## config.mk

```make
export PLATFORM = sky130hd
export DESIGN_NAME = brc_arb_flat
export DESIGN_NICKNAME = d
export VERILOG_FILES = /design/src/rtl/brc_arb_if.sv /design/src/rtl/brc_arb.sv /design/src/flat_wrapper.sv
export SDC_FILE = /design/constraint.sdc
export NUM_CORES = 1
export LEC_CHECK = 0
export ABC_AREA = 1
export BUFFER_PORTS_ARGS = -buffer_cell sky130_fd_sc_hd__clkbuf_2
export CAP_MARGIN = 40
export CORE_MARGIN = 2
export CORE_UTILIZATION = 25
export CTS_BUF_LIST = sky130_fd_sc_hd__clkbuf_4
export CTS_CLUSTER_DIAMETER = 100
export CTS_CLUSTER_SIZE = 40
export DETAILED_ROUTE_END_ITERATION = 10
export SYNTH_ARGS = -nofsm -noshare
export SYNTH_HDL_FRONTEND = slang
export SYNTH_SLANG_ARGS = --single-unit
```

## constraint.sdc

```tcl
create_clock -name i_clk -period 4.1 [get_ports i_clk]
set_clock_uncertainty 0.1 [all_clocks]
set_input_delay 0.41 -clock i_clk [delete_from_list [all_inputs] [get_ports i_clk]]
set_output_delay 0.41 -clock i_clk [all_outputs]
set_load 0.02 [all_outputs]
```

## src/rtl/brc_arb_if.sv

```systemverilog
// Request/response bundle between branch requesters and the shared branch-resolution arbiter.
// master: requester side (branch unit, debug/trace compare); slave: brc_arb.
interface brc_arb_if;
    logic [1:0]  i_req_valid;
    logic [1:0]  o_req_ready;
    logic [63:0] i_req_rs1;
    logic [63:0] i_req_rs2;
    logic [5:0]  i_req_funct3;
    logic        o_rsp_valid;
    logic        i_rsp_ready;
    logic        o_rsp_id;
    logic        o_rsp_taken;
    logic        o_rsp_less;
    logic        o_rsp_equal;
    logic        o_rsp_illegal;

    modport master (
        output i_req_valid, i_req_rs1, i_req_rs2, i_req_funct3, i_rsp_ready,
        input  o_req_ready, o_rsp_valid, o_rsp_id, o_rsp_taken, o_rsp_less,
               o_rsp_equal, o_rsp_illegal
    );

    modport slave (
        input  i_req_valid, i_req_rs1, i_req_rs2, i_req_funct3, i_rsp_ready,
        output o_req_ready, o_rsp_valid, o_rsp_id, o_rsp_taken, o_rsp_less,
               o_rsp_equal, o_rsp_illegal
    );
endinterface

```

## src/rtl/brc_arb.sv

```systemverilog
// Two-port round-robin branch-resolution controller around the brc comparator.
// Optional response statistics counters are built when BRC_ARB_STATS_EN is defined.
//
// state  | meaning
// IDLE   | arbitrate requesters, latch the granted request
// CMP    | latched operands drive brc, capture flags and decode
// RESP   | hold registered response until i_rsp_ready

module brc (
    input  logic        i_br_un,
    input  logic [31:0] i_rs1,
    input  logic [31:0] i_rs2,
    output logic        o_br_less,
    output logic        o_br_equal
);
    // i_br_un = 1 selects a signed compare
    assign o_br_equal = (i_rs1 == i_rs2);
    assign o_br_less  = i_br_un ? ($signed(i_rs1) < $signed(i_rs2)) : (i_rs1 < i_rs2);
endmodule

module brc_arb #(
    parameter int CNT_W = 16
) (
    input  logic             i_clk,
    input  logic             i_reset,
    brc_arb_if.slave         bus,
    output logic [CNT_W-1:0] o_stat_total,
    output logic [CNT_W-1:0] o_stat_taken
);
    localparam logic [1:0] S_IDLE = 2'd0;
    localparam logic [1:0] S_CMP  = 2'd1;
    localparam logic [1:0] S_RESP = 2'd2;

    logic [1:0]  r_state;
    logic        r_last;
    logic [31:0] r_rs1;
    logic [31:0] r_rs2;
    logic [2:0]  r_funct3;
    logic        r_id;
    logic        r_taken;
    logic        r_less;
    logic        r_equal;
    logic        r_illegal;

    logic [1:0]  w_grant;
    logic [1:0]  w_ready;
    logic        w_accept;
    logic        w_accept_id;
    logic        w_br_un;
    logic        w_br_less;
    logic        w_br_equal;
    logic        w_taken;
    logic        w_illegal;

    // On a tie the requester that did not win last time is granted
    always_comb begin
        w_grant = bus.i_req_valid;
        if (bus.i_req_valid == 2'b11) begin
            w_grant = r_last ? 2'b01 : 2'b10;
        end
    end

    assign w_ready         = (r_state == S_IDLE) ? w_grant : 2'b00;
    assign w_accept        = |(bus.i_req_valid & w_ready);
    assign w_accept_id     = w_ready[1];
    assign bus.o_req_ready = w_ready;

    always_comb begin
        w_br_un = 1'b1;
        if (r_funct3 == 3'b110 || r_funct3 == 3'b111) begin
            w_br_un = 1'b0;
        end
    end

    brc u_brc (
        .i_br_un    (w_br_un),
        .i_rs1      (r_rs1),
        .i_rs2      (r_rs2),
        .o_br_less  (w_br_less),
        .o_br_equal (w_br_equal)
    );

    always_comb begin
        w_taken   = 1'b0;
        w_illegal = 1'b0;
        case (r_funct3)
            3'b000:          w_taken = w_br_equal;
            3'b001:          w_taken = ~w_br_equal;
            3'b100, 3'b110:  w_taken = w_br_less;
            3'b101, 3'b111:  w_taken = ~w_br_less;
            default:         w_illegal = 1'b1;
        endcase
    end

    always_ff @(posedge i_clk) begin
        if (i_reset) begin
            r_state   <= S_IDLE;
            r_last    <= 1'b1;
            r_rs1     <= '0;
            r_rs2     <= '0;
            r_funct3  <= '0;
            r_id      <= 1'b0;
            r_taken   <= 1'b0;
            r_less    <= 1'b0;
            r_equal   <= 1'b0;
            r_illegal <= 1'b0;
        end else begin
            case (r_state)
                S_IDLE: begin
                    if (w_accept) begin
                        r_rs1    <= w_accept_id ? bus.i_req_rs1[63:32] : bus.i_req_rs1[31:0];
                        r_rs2    <= w_accept_id ? bus.i_req_rs2[63:32] : bus.i_req_rs2[31:0];
                        r_funct3 <= w_accept_id ? bus.i_req_funct3[5:3] : bus.i_req_funct3[2:0];
                        r_id     <= w_accept_id;
                        r_last   <= w_accept_id;
                        r_state  <= S_CMP;
                    end
                end
                S_CMP: begin
                    r_taken   <= w_taken;
                    r_less    <= w_br_less;
                    r_equal   <= w_br_equal;
                    r_illegal <= w_illegal;
                    r_state   <= S_RESP;
                end
                S_RESP: begin
                    if (bus.i_rsp_ready) begin
                        r_state <= S_IDLE;
                    end
                end
                default: r_state <= S_IDLE;
            endcase
        end
    end

    assign bus.o_rsp_valid   = (r_state == S_RESP);
    assign bus.o_rsp_id      = r_id;
    assign bus.o_rsp_taken   = r_taken;
    assign bus.o_rsp_less    = r_less;
    assign bus.o_rsp_equal   = r_equal;
    assign bus.o_rsp_illegal = r_illegal;

`ifdef BRC_ARB_STATS_EN
    logic [CNT_W-1:0] r_stat_total;
    logic [CNT_W-1:0] r_stat_taken;
    logic             w_rsp_fire;

    assign w_rsp_fire = (r_state == S_RESP) && bus.i_rsp_ready;

    // Saturating counters; they stop at all-ones rather than wrap
    always_ff @(posedge i_clk) begin
        if (i_reset) begin
            r_stat_total <= '0;
            r_stat_taken <= '0;
        end else if (w_rsp_fire) begin
            if (r_stat_total != {CNT_W{1'b1}}) begin
                r_stat_total <= r_stat_total + 1'b1;
            end
            if (r_taken && (r_stat_taken != {CNT_W{1'b1}})) begin
                r_stat_taken <= r_stat_taken + 1'b1;
            end
        end
    end

    assign o_stat_total = r_stat_total;
    assign o_stat_taken = r_stat_taken;
`else
    assign o_stat_total = '0;
    assign o_stat_taken = '0;
`endif
endmodule

```

## src/flat_wrapper.sv

```systemverilog
// flat-port wrapper written by rule: the top's interface ports become plain ports
module brc_arb_flat 
#(
    parameter int CNT_W = 16
)
  (i_clk, i_reset, o_stat_total, o_stat_taken, bus_i_req_valid, bus_i_req_rs1, bus_i_req_rs2, bus_i_req_funct3, bus_i_rsp_ready, bus_o_req_ready, bus_o_rsp_valid, bus_o_rsp_id, bus_o_rsp_taken, bus_o_rsp_less, bus_o_rsp_equal, bus_o_rsp_illegal);
  brc_arb_if bus_i ();
  input  logic i_clk;
  input  logic i_reset;
  output logic [CNT_W-1:0] o_stat_total;
  output logic [CNT_W-1:0] o_stat_taken;
  input wire logic [$bits(bus_i.i_req_valid)-1:0] bus_i_req_valid;
  input wire logic [$bits(bus_i.i_req_rs1)-1:0] bus_i_req_rs1;
  input wire logic [$bits(bus_i.i_req_rs2)-1:0] bus_i_req_rs2;
  input wire logic [$bits(bus_i.i_req_funct3)-1:0] bus_i_req_funct3;
  input wire logic [$bits(bus_i.i_rsp_ready)-1:0] bus_i_rsp_ready;
  output wire logic [$bits(bus_i.o_req_ready)-1:0] bus_o_req_ready;
  output wire logic [$bits(bus_i.o_rsp_valid)-1:0] bus_o_rsp_valid;
  output wire logic [$bits(bus_i.o_rsp_id)-1:0] bus_o_rsp_id;
  output wire logic [$bits(bus_i.o_rsp_taken)-1:0] bus_o_rsp_taken;
  output wire logic [$bits(bus_i.o_rsp_less)-1:0] bus_o_rsp_less;
  output wire logic [$bits(bus_i.o_rsp_equal)-1:0] bus_o_rsp_equal;
  output wire logic [$bits(bus_i.o_rsp_illegal)-1:0] bus_o_rsp_illegal;
  assign bus_i.i_req_valid = bus_i_req_valid;
  assign bus_i.i_req_rs1 = bus_i_req_rs1;
  assign bus_i.i_req_rs2 = bus_i_req_rs2;
  assign bus_i.i_req_funct3 = bus_i_req_funct3;
  assign bus_i.i_rsp_ready = bus_i_rsp_ready;
  assign bus_o_req_ready = bus_i.o_req_ready;
  assign bus_o_rsp_valid = bus_i.o_rsp_valid;
  assign bus_o_rsp_id = bus_i.o_rsp_id;
  assign bus_o_rsp_taken = bus_i.o_rsp_taken;
  assign bus_o_rsp_less = bus_i.o_rsp_less;
  assign bus_o_rsp_equal = bus_i.o_rsp_equal;
  assign bus_o_rsp_illegal = bus_i.o_rsp_illegal;
  brc_arb #(.CNT_W(CNT_W)) u_core (.i_clk(i_clk), .i_reset(i_reset), .bus(bus_i), .o_stat_total(o_stat_total), .o_stat_taken(o_stat_taken));
endmodule
```

==> results.sh, run 1 <==
export IMPL_status="complete, no violations"
export IMPL_synth_area_leaders="dfxtp_1 32%, o32ai_2 11%, ha_1 8.6%"
export IMPL_syn_area_sq_um=4640
export IMPL_cp_arrival_ps=2060
export IMPL_synth_xor_area_share=0
export IMPL_required_ps=3590
export IMPL_cts_repair_resized=0
export IMPL_grtUsageTotal=0.132
export IMPL_yosysWarnings=0
export IMPL_p_leak_nw=2.58
export IMPL_synth_area_per_cell_sq_um=7.98
export IMPL_final_instance_count_excl_fill=940
export IMPL_grt_pass1_vias=4006
export IMPL_p_per_area_nw_per_um2=406
export IMPL_fin_crit_sh=0.628
export IMPL_setup_viol=0
export IMPL_synth_cell_types=26
export IMPL_h_tree_depth=3
export IMPL_dp_hpwl_microns=9400
export IMPL_cts_hold_buffers=0
export IMPL_hold_viol=0
export IMPL_synth_adder_area_share=0.0863
export IMPL_fillers=1954
export IMPL_synth_simple_area_share=0.180
export IMPL_dr_total_vias=4133
export IMPL_setup_tns_ps=0
export IMPL_overflow=0
export IMPL_postPlaceCellArea_sq_um=5370
export IMPL_tritoncts="yes"
export IMPL_die_area_sq_um=19700
export IMPL_yosysTopAreaCell="dfxtp_1"
export IMPL_slew_violations=0
export IMPL_grt_pass1_wl_microns=20300
export IMPL_ir_drop_uv=143
export IMPL_drt_pass1_iterations=4
export IMPL_cp_start_kind="register"
export IMPL_detail_route_wl_per_cell_microns=14.0
export IMPL_gp_congestion=0.735
export IMPL_ys_seq_area_frac=0.324
export IMPL_synth_top_area_frac=0.324
export IMPL_post_route_cell_area_sq_um=5550
export IMPL_antenna_cells=0
export IMPL_routed_wl_microns=13100
export IMPL_worst_slew_margin_rel=0.477
export IMPL_clock_root_buffer="clkbuf_4"
export IMPL_setup_slack_ps=1530
export IMPL_portBuffers=146
export IMPL_antenna_found_initial=0
export IMPL_drive_gt1_frac=0.312
export IMPL_clkSinkCount=75
export IMPL_synth_seq_cells=75
export IMPL_worst_slew_pin_slew_ps=784
export IMPL_area_growth_pct=19.6
export IMPL_clockBufferDepth=2
export IMPL_total_power_mw=2.25
export IMPL_drc=0
export IMPL_insertion_delay_ps=450
export IMPL_synth_compound_area_frac=0.266
export IMPL_syn_inst=581
export IMPL_final_common_cell="clkbuf_2"
export IMPL_synth_top_family_by_area="compound AO/OA/AOI/OAI gates"
export IMPL_clk_pin_slew_ps=140
export IMPL_initial_utilization=0.256
export IMPL_cts_setup_buffers=0
export IMPL_nets=877
export IMPL_dp_cells=924
export IMPL_design_core_area_sq_um=18100
export IMPL_fmax_mhz=389
export IMPL_die_x_microns=140
export IMPL_final_cell_mix="146 x clkbuf_2, 88 x nor2_1, 75 x dfxtp_1"
export IMPL_max_cap_viol_count=0
export IMPL_cts_made_buffers=9
export IMPL_num_rows=49
export IMPL_grt_max_degree=70
export IMPL_hold_slack_ps=97.2
export IMPL_ant_nets=0
export IMPL_muxShareOfSynthArea=0
export IMPL_die_height_microns=140
export IMPL_final_util=0.307
export IMPL_pin_count=179
export IMPL_rsz0062_at_grt="no"
export IMPL_worstPathMaxFanout=68
export IMPL_post_place_ws_ps=1820
export IMPL_drt_iter0_markers=154
export IMPL_crit_type="register to primary output"
export IMPL_min_path_type="input pin to register"
export IMPL_vias_per_cell=4.40
export IMPL_fin_crit_ps=2570
export IMPL_cp_end_kind="primary output"
layer usage:
layer,share of wire,track usage,vias to the layer above,routed length [microns]
met5,0,0,-,0
met1,0.48,0.174,1835,6290
met4,0.016,0.0526,0,215
li1,-,-,2160,-
met2,0.45,0.213,123,5920
met3,0.055,0.0260,15,720
cell type report:
| class | count | area [sq um] | share of cell area |
|---|---|---|---|
| Timing Repair Buffer | 151 | 781 | 0.141 |
| Clock buffer | 9 | 67.6 | 0.0122 |
| Inverter | 55 | 211 | 0.0381 |
| Sequential cell | 75 | 1500 | 0.271 |
| Multi-Input combinational cell | 414 | 2590 | 0.467 |
| Clock inverter | 7 | 106 | 0.0192 |
| Tap cell | 229 | 287 | 0.0517 |
state kept, by name (all words and copies together) (netlist names):
register	flops
u_core.bus.o_rsp_equal	1
u_core.r_last	1
u_core.r_funct3	3
u_core.r_rs2	32
u_core.r_state	2
u_core.bus.o_rsp_taken	1
u_core.r_rs1	32
u_core.bus.o_rsp_id	1
u_core.bus.o_rsp_less	1
u_core.bus.o_rsp_illegal	1
critical path, cell delays in order, from the launching register on:
cell	delay, ps
dfxtp_1	370
nor2_4	150
nand3_4	90
inv_4	90
buf_4	620
clkbuf_2	300
cell families after synthesis:
group           Yosys count
simple gates            189
fa+ha+maj                32
buf+inv                 123
other cells               1
compound gates          161
flops                    75
final timing paths:
path                     startpoint                      to  slack [ps]  cells past startpoint
max               u_core.r_state[0]      bus_o_req_ready[1]        1530                      5
min               bus_i_req_rs1[58]        u_core.r_rs1[26]         100                      3
max reg2reg       u_core.r_state[0]         u_core.r_rs1[9]        2020                      8
min reg2reg  u_core.bus.o_rsp_taken  u_core.bus.o_rsp_taken         370                      2
Yosys cell counts:
cell      instances
ha_1             32
inv_1            53
buf_1             4
a21oi_1          18
dfxtp_1          75
nand4_1           1
conb_1            1
o21ai_0          54
buf_4            34
o32ai_1           3
nor2_8            2
buf_2            12
o32ai_2          30
clkbuf_1         11
o21ai_1          34
nor2_4            2
o21a_1            1
nor2_1           88
nand2_1          51
nor3b_2           1
inv_4             2
a21o_1            1
nand3_1          43
o21ai_2          20
buf_6             7
nand3_4           1
where the power goes:
group | internal [mW] | leakage (nW) | total (mW) | switching [mW]
registers | 0.835 | 0.619 | 0.886 | 0.0513
logic | 0.285 | 1.87 | 0.782 | 0.497
clock network | 0.302 | 0.0924 | 0.582 | 0.281
total | 1.42 | 2.58 | 2.25 | 0.829
(Power assumes the default switching activity.)
==> run 2: changes to the inputs <==
==> constraint.sdc (replaced) <==
create_clock -name i_clk -period 2.7 [get_ports i_clk]
set_clock_uncertainty 0.1 [all_clocks]
set_input_delay 0.27 -clock i_clk [delete_from_list [all_inputs] [get_ports i_clk]]
set_output_delay 0.27 -clock i_clk [all_outputs]
set_load 0.02 [all_outputs]
==> results.sh, run 2 (same netlist as run 1, synthesis figures left out) <==
export IMPL_final_common_cell="clkbuf_2"
export IMPL_clkSinkCount=75
export IMPL_rsz0062_at_grt="no"
export IMPL_num_rows=49
export IMPL_p_per_area_nw_per_um2=502
export IMPL_ir_drop_uv=176
export IMPL_r2r_setup_slack_ps=140
export IMPL_highest_layer="met4"
export IMPL_regArea_sq_um=1500
export IMPL_crit_type="register to register"
export IMPL_worst_slew_margin_rel=0.511
export IMPL_min_path_type="input pin to register"
export IMPL_power_frac_comb=0.431
export IMPL_grt_max_degree=70
export IMPL_max_cap_viol_count=0
export IMPL_sw_frac_of_total=0.380
export IMPL_hold_viol=0
export IMPL_fin_crit_sh=0.947
export IMPL_die_area_sq_um=19700
export IMPL_fillers=1835
export IMPL_clock_root_buffer="clkbuf_4"
export IMPL_rr_worst_depth=9
export IMPL_cp_start_kind="register"
export IMPL_overflow=0
export IMPL_portBuffers=146
export IMPL_dr_wl_met3_microns=823
export IMPL_fin_crit_ps=2560
export IMPL_p_sw_mw=1.30
export IMPL_cp_end_kind="register"
export IMPL_hold_path_depth=3
export IMPL_grtUsageTotal=0.149
export IMPL_die_x_microns=140
export IMPL_gp_congestion=0.700
export IMPL_vias_per_cell=4.47
export IMPL_post_route_cell_area_sq_um=6810
export IMPL_detail_route_wl_per_cell_microns=13.7
export IMPL_grt_pass1_wl_microns=23100
export IMPL_nets=1011
export IMPL_antenna_cells=0
export IMPL_final_cell_mix="146 x clkbuf_2, 131 x dlygate4sd3_1, 88 x nor2_1"
export IMPL_initial_utilization=0.256
export IMPL_p_seq_frac=0.393
export IMPL_routed_wl_microns=14700
export IMPL_tritoncts="yes"
export IMPL_status="complete, no violations"
export IMPL_setup_viol=0
export IMPL_post_place_ws_ps=566
export IMPL_met2_length_microns=7180
export IMPL_multi_input_area_sq_um=2600
export IMPL_drive_gt1_frac=0.268
export IMPL_worst_slew_pin_slew_ps=733
export IMPL_design_core_area_sq_um=18100
export IMPL_dr_total_vias=4794
export IMPL_slew_violations=0
export IMPL_setup_tns_ps=0
export IMPL_clockBufferDepth=2
export IMPL_cts_made_buffers=9
export IMPL_clk_pin_slew_ps=110
export IMPL_cp_arrival_ps=2840
export IMPL_setup_slack_ps=143
export IMPL_reg_top3="u_core.r_rs1: 32 flops, u_core.r_rs2: 32 flops, u_core.r_funct3: 3 flops"
export IMPL_cts_setup_buffers=0
export IMPL_antenna_found_initial=0
export IMPL_h_tree_depth=3
export IMPL_ant_nets=0
export IMPL_postPlaceCellArea_sq_um=5390
export IMPL_drc=0
export IMPL_grt_pass1_vias=4766
export IMPL_drt_pass1_iterations=4
export IMPL_p_int_mw=2.12
export IMPL_pin_count=179
export IMPL_p_leak_nw=3.22
export IMPL_p_clk_frac=0.176
export IMPL_wl_met1_microns=6550
export IMPL_drt_iter0_markers=185
export IMPL_insertion_delay_ps=440
export IMPL_dp_hpwl_microns=9630
export IMPL_die_height_microns=140
export IMPL_fmax_mhz=391
export IMPL_worstPathMaxFanout=36
export IMPL_area_growth_pct=46.9
export IMPL_required_ps=2980
==> run 2: final timing paths <==
path	startpoint	endpoint
max	u_core.r_state[0]	u_core.r_rs1[3]
min	bus_i_req_rs1[0]	u_core.r_rs1[0]
max reg2reg	u_core.r_state[0]	u_core.r_rs1[3]
min reg2reg	u_core.bus.o_rsp_taken	u_core.bus.o_rsp_taken
==> run 2: per-layer routing <==
metal | up-vias | track usage
li1 | 2431 | -
met2 | 151 | 0.260
met3 | 16 | 0.0393
met4 | 0 | 0.0383
met5 | - | 0
met1 | 2196 | 0.182
==> run 2: worst max-delay path: stages (launching register included) <==
cell           delay (ps)
dfxtp_1               370
nor2_4                140
nand3_4                90
inv_6                 230
nor2_8                150
nor2_8                290
buf_12                250
o21ai_0               120
o21ai_1               140
dlygate4sd3_1         570
==> run 2: area by class of cell <==
type / instances / share of cell area
Tap cell: 229 / 0.0421
Timing Repair Buffer: 284 / 0.309
Sequential cell: 75 / 0.220
Clock inverter: 4 / 0.00275
Multi-Input combinational cell: 415 / 0.382
Clock buffer: 11 / 0.0121
Inverter: 55 / 0.0314
==> run 2: metrics by stage <==
| step | std cells | utilization | power [mW] | hold WS [ps] |
|---|---|---|---|---|
| 6_report | 1073 | 0.377 | 3.42 | 62.3 |
| 5_1_grt | 1073 | 0.377 | 3.70 | 45.7 |
| 4_1_cts | 1072 | 0.376 | 3.46 | 1.18 |
| 3_5_place_dp | 926 | 0.298 | 2.59 | 356 |
| 3_3_place_gp | 926 | 0.298 | 2.57 | 352 |
| 2_1_floorplan | 612 | - | 2.29 | 327 |
==> run 2: power by group through the flow <==
stage	combinational (mW)	sequential [mW]	clock (mW)
floorplan	0.926	1.36	0
global placement	1.20	1.37	0
detailed placement	1.22	1.37	0
CTS	1.47	1.35	0.648
global route	1.66	1.36	0.682
finish	1.47	1.34	0.601
==> run 2: timing repair <==
action	4_1_cts	5_1_grt
resized for setup	0	1
hold buffers	131	0
endpoints found under the hold margin	68	0
endpoints found under the setup margin	0	29
==> run 3: changes to the inputs <==
==> constraint.sdc (replaced) <==
create_clock -name i_clk -period 2.9 [get_ports i_clk]
set_clock_uncertainty 0.1 [all_clocks]
set_input_delay 0.29 -clock i_clk [delete_from_list [all_inputs] [get_ports i_clk]]
set_output_delay 0.29 -clock i_clk [all_outputs]
set_load 0.02 [all_outputs]
==> results.sh, run 3 (same netlist as run 1, synthesis figures left out) <==
export IMPL_status="complete, no violations"
export IMPL_rsz0062_at_grt="no"
export IMPL_dr_total_vias=4735
export IMPL_clkSinkCount=75
export IMPL_post_route_cell_area_sq_um=6840
export IMPL_drt_pass1_iterations=4
export IMPL_reg_top3="u_core.r_rs1: 32 flops, u_core.r_rs2: 32 flops, u_core.r_funct3: 3 flops"
export IMPL_initial_utilization=0.256
export IMPL_die_height_microns=140
export IMPL_drive_gt1_frac=0.267
export IMPL_die_x_microns=140
export IMPL_cp_end_kind="register"
export IMPL_setup_tns_ps=0
export IMPL_drt_iter0_markers=167
export IMPL_ant_nets=0
export IMPL_die_area_sq_um=19700
export IMPL_pin_count=179
export IMPL_vias_per_cell=4.41
export IMPL_fin_crit_sh=0.911
export IMPL_final_common_cell="clkbuf_2"
export IMPL_multi_input_area_sq_um=2590
export IMPL_fin_crit_ps=2640
export IMPL_area_growth_pct=47.6
export IMPL_overflow=0
export IMPL_grt_pass1_wl_microns=22500
export IMPL_insertion_delay_ps=460
export IMPL_hold_path_depth=3
export IMPL_antenna_found_initial=0
export IMPL_cts_repair_resized=0
export IMPL_clockBufferDepth=2
export IMPL_p_leak_nw=3.25
export IMPL_final_cell_mix="146 x clkbuf_2, 132 x dlygate4sd3_1, 88 x nor2_1"
export IMPL_slew_violations=0
export IMPL_cp_arrival_ps=2960
export IMPL_num_rows=49
export IMPL_fillers=1836
export IMPL_postPlaceCellArea_sq_um=5390
export IMPL_grt_pass1_vias=4578
export IMPL_final_util=0.378
export IMPL_max_cap_viol_count=0
export IMPL_min_path_type="input pin to register"
export IMPL_fmax_mhz=379
export IMPL_cp_start_kind="register"
export IMPL_grt_max_degree=70
export IMPL_regArea_sq_um=1500
export IMPL_rr_worst_depth=9
export IMPL_cts_made_buffers=9
export IMPL_grtUsageTotal=0.146
export IMPL_design_core_area_sq_um=18100
export IMPL_clk_pin_slew_ps=130
export IMPL_worstPathMaxFanout=54
export IMPL_h_tree_depth=3
export IMPL_antenna_cells=0
export IMPL_hold_slack_ps=64.5
export IMPL_ir_drop_uv=203
export IMPL_worst_slew_pin_slew_ps=750
export IMPL_crit_type="register to register"
export IMPL_dp_hpwl_microns=9510
export IMPL_tritoncts="yes"
export IMPL_hold_viol=0
export IMPL_routed_wl_microns=14300
export IMPL_detail_route_wl_per_cell_microns=13.3
export IMPL_portBuffers=146
export IMPL_drc=0
export IMPL_setup_viol=0
export IMPL_p_per_area_nw_per_um2=484
export IMPL_gp_congestion=0.712
export IMPL_required_ps=3220
export IMPL_clock_root_buffer="clkbuf_4"
export IMPL_worst_slew_margin_rel=0.500
export IMPL_nets=1011
[run 3: path summary, 6_finish.rpt]
kind                                        startpoint                     end  slack [ps]
worst min-delay path                 bus_i_req_rs1[11]        u_core.r_rs1[11]          60
worst min register to register  u_core.bus.o_rsp_taken  u_core.bus.o_rsp_taken         380
worst max-delay path                 u_core.r_state[0]         u_core.r_rs1[5]         260
worst max register to register       u_core.r_state[0]         u_core.r_rs1[5]         260
[run 3: timing repair]
action	CTS	global route
setup buffers	0	0
endpoints found under the hold margin	68	0
hold buffers	132	0
[run 3: cell type report]
type	count	share of cell area
inverters	55	0.0309
clock inverters	3	0.00567
clock buffers	13	0.0143
repair buffers	285	0.309
flip-flops and latches	75	0.219
well taps	229	0.0419
multi-input cells	414	0.379
[run 3: stage by stage]
step / cells / total power, mW / setup slack, ps
after detailed placement: 926 / 2.40 / 828
final: 1074 / 3.31 / 259
after CTS: 1074 / 3.35 / 278
after global placement: 926 / 2.39 / 842
after global routing: 1074 / 3.57 / 67.4
after floorplan: 612 / 2.13 / 1180
[run 3: layer usage]
metal,track usage,vias up,share of wire,routed length (microns)
met1,0.182,2161,0.45,6470
met5,0,-,0,0
met2,0.249,132,0.47,6740
met3,0.0366,18,0.060,860
met4,0.0457,0,0.016,231
li1,-,2424,-,-
[run 3: power breakdown]
part | switching [mW] | internal [mW] | leakage (nW)
combinational | 0.756 | 0.618 | 2.55
clock | 0.386 | 0.299 | 0.0794
sequential | 0.0737 | 1.18 | 0.619
[run 3: critical path: stages, from the launching register on]
cell	delay [ps]
dfxtp_1	370
nor2_4	150
nand3_4	80
inv_4	280
nor2_8	160
nor2_8	230
buf_12	300
o21ai_0	180
o21ai_1	150
dlygate4sd3_1	550
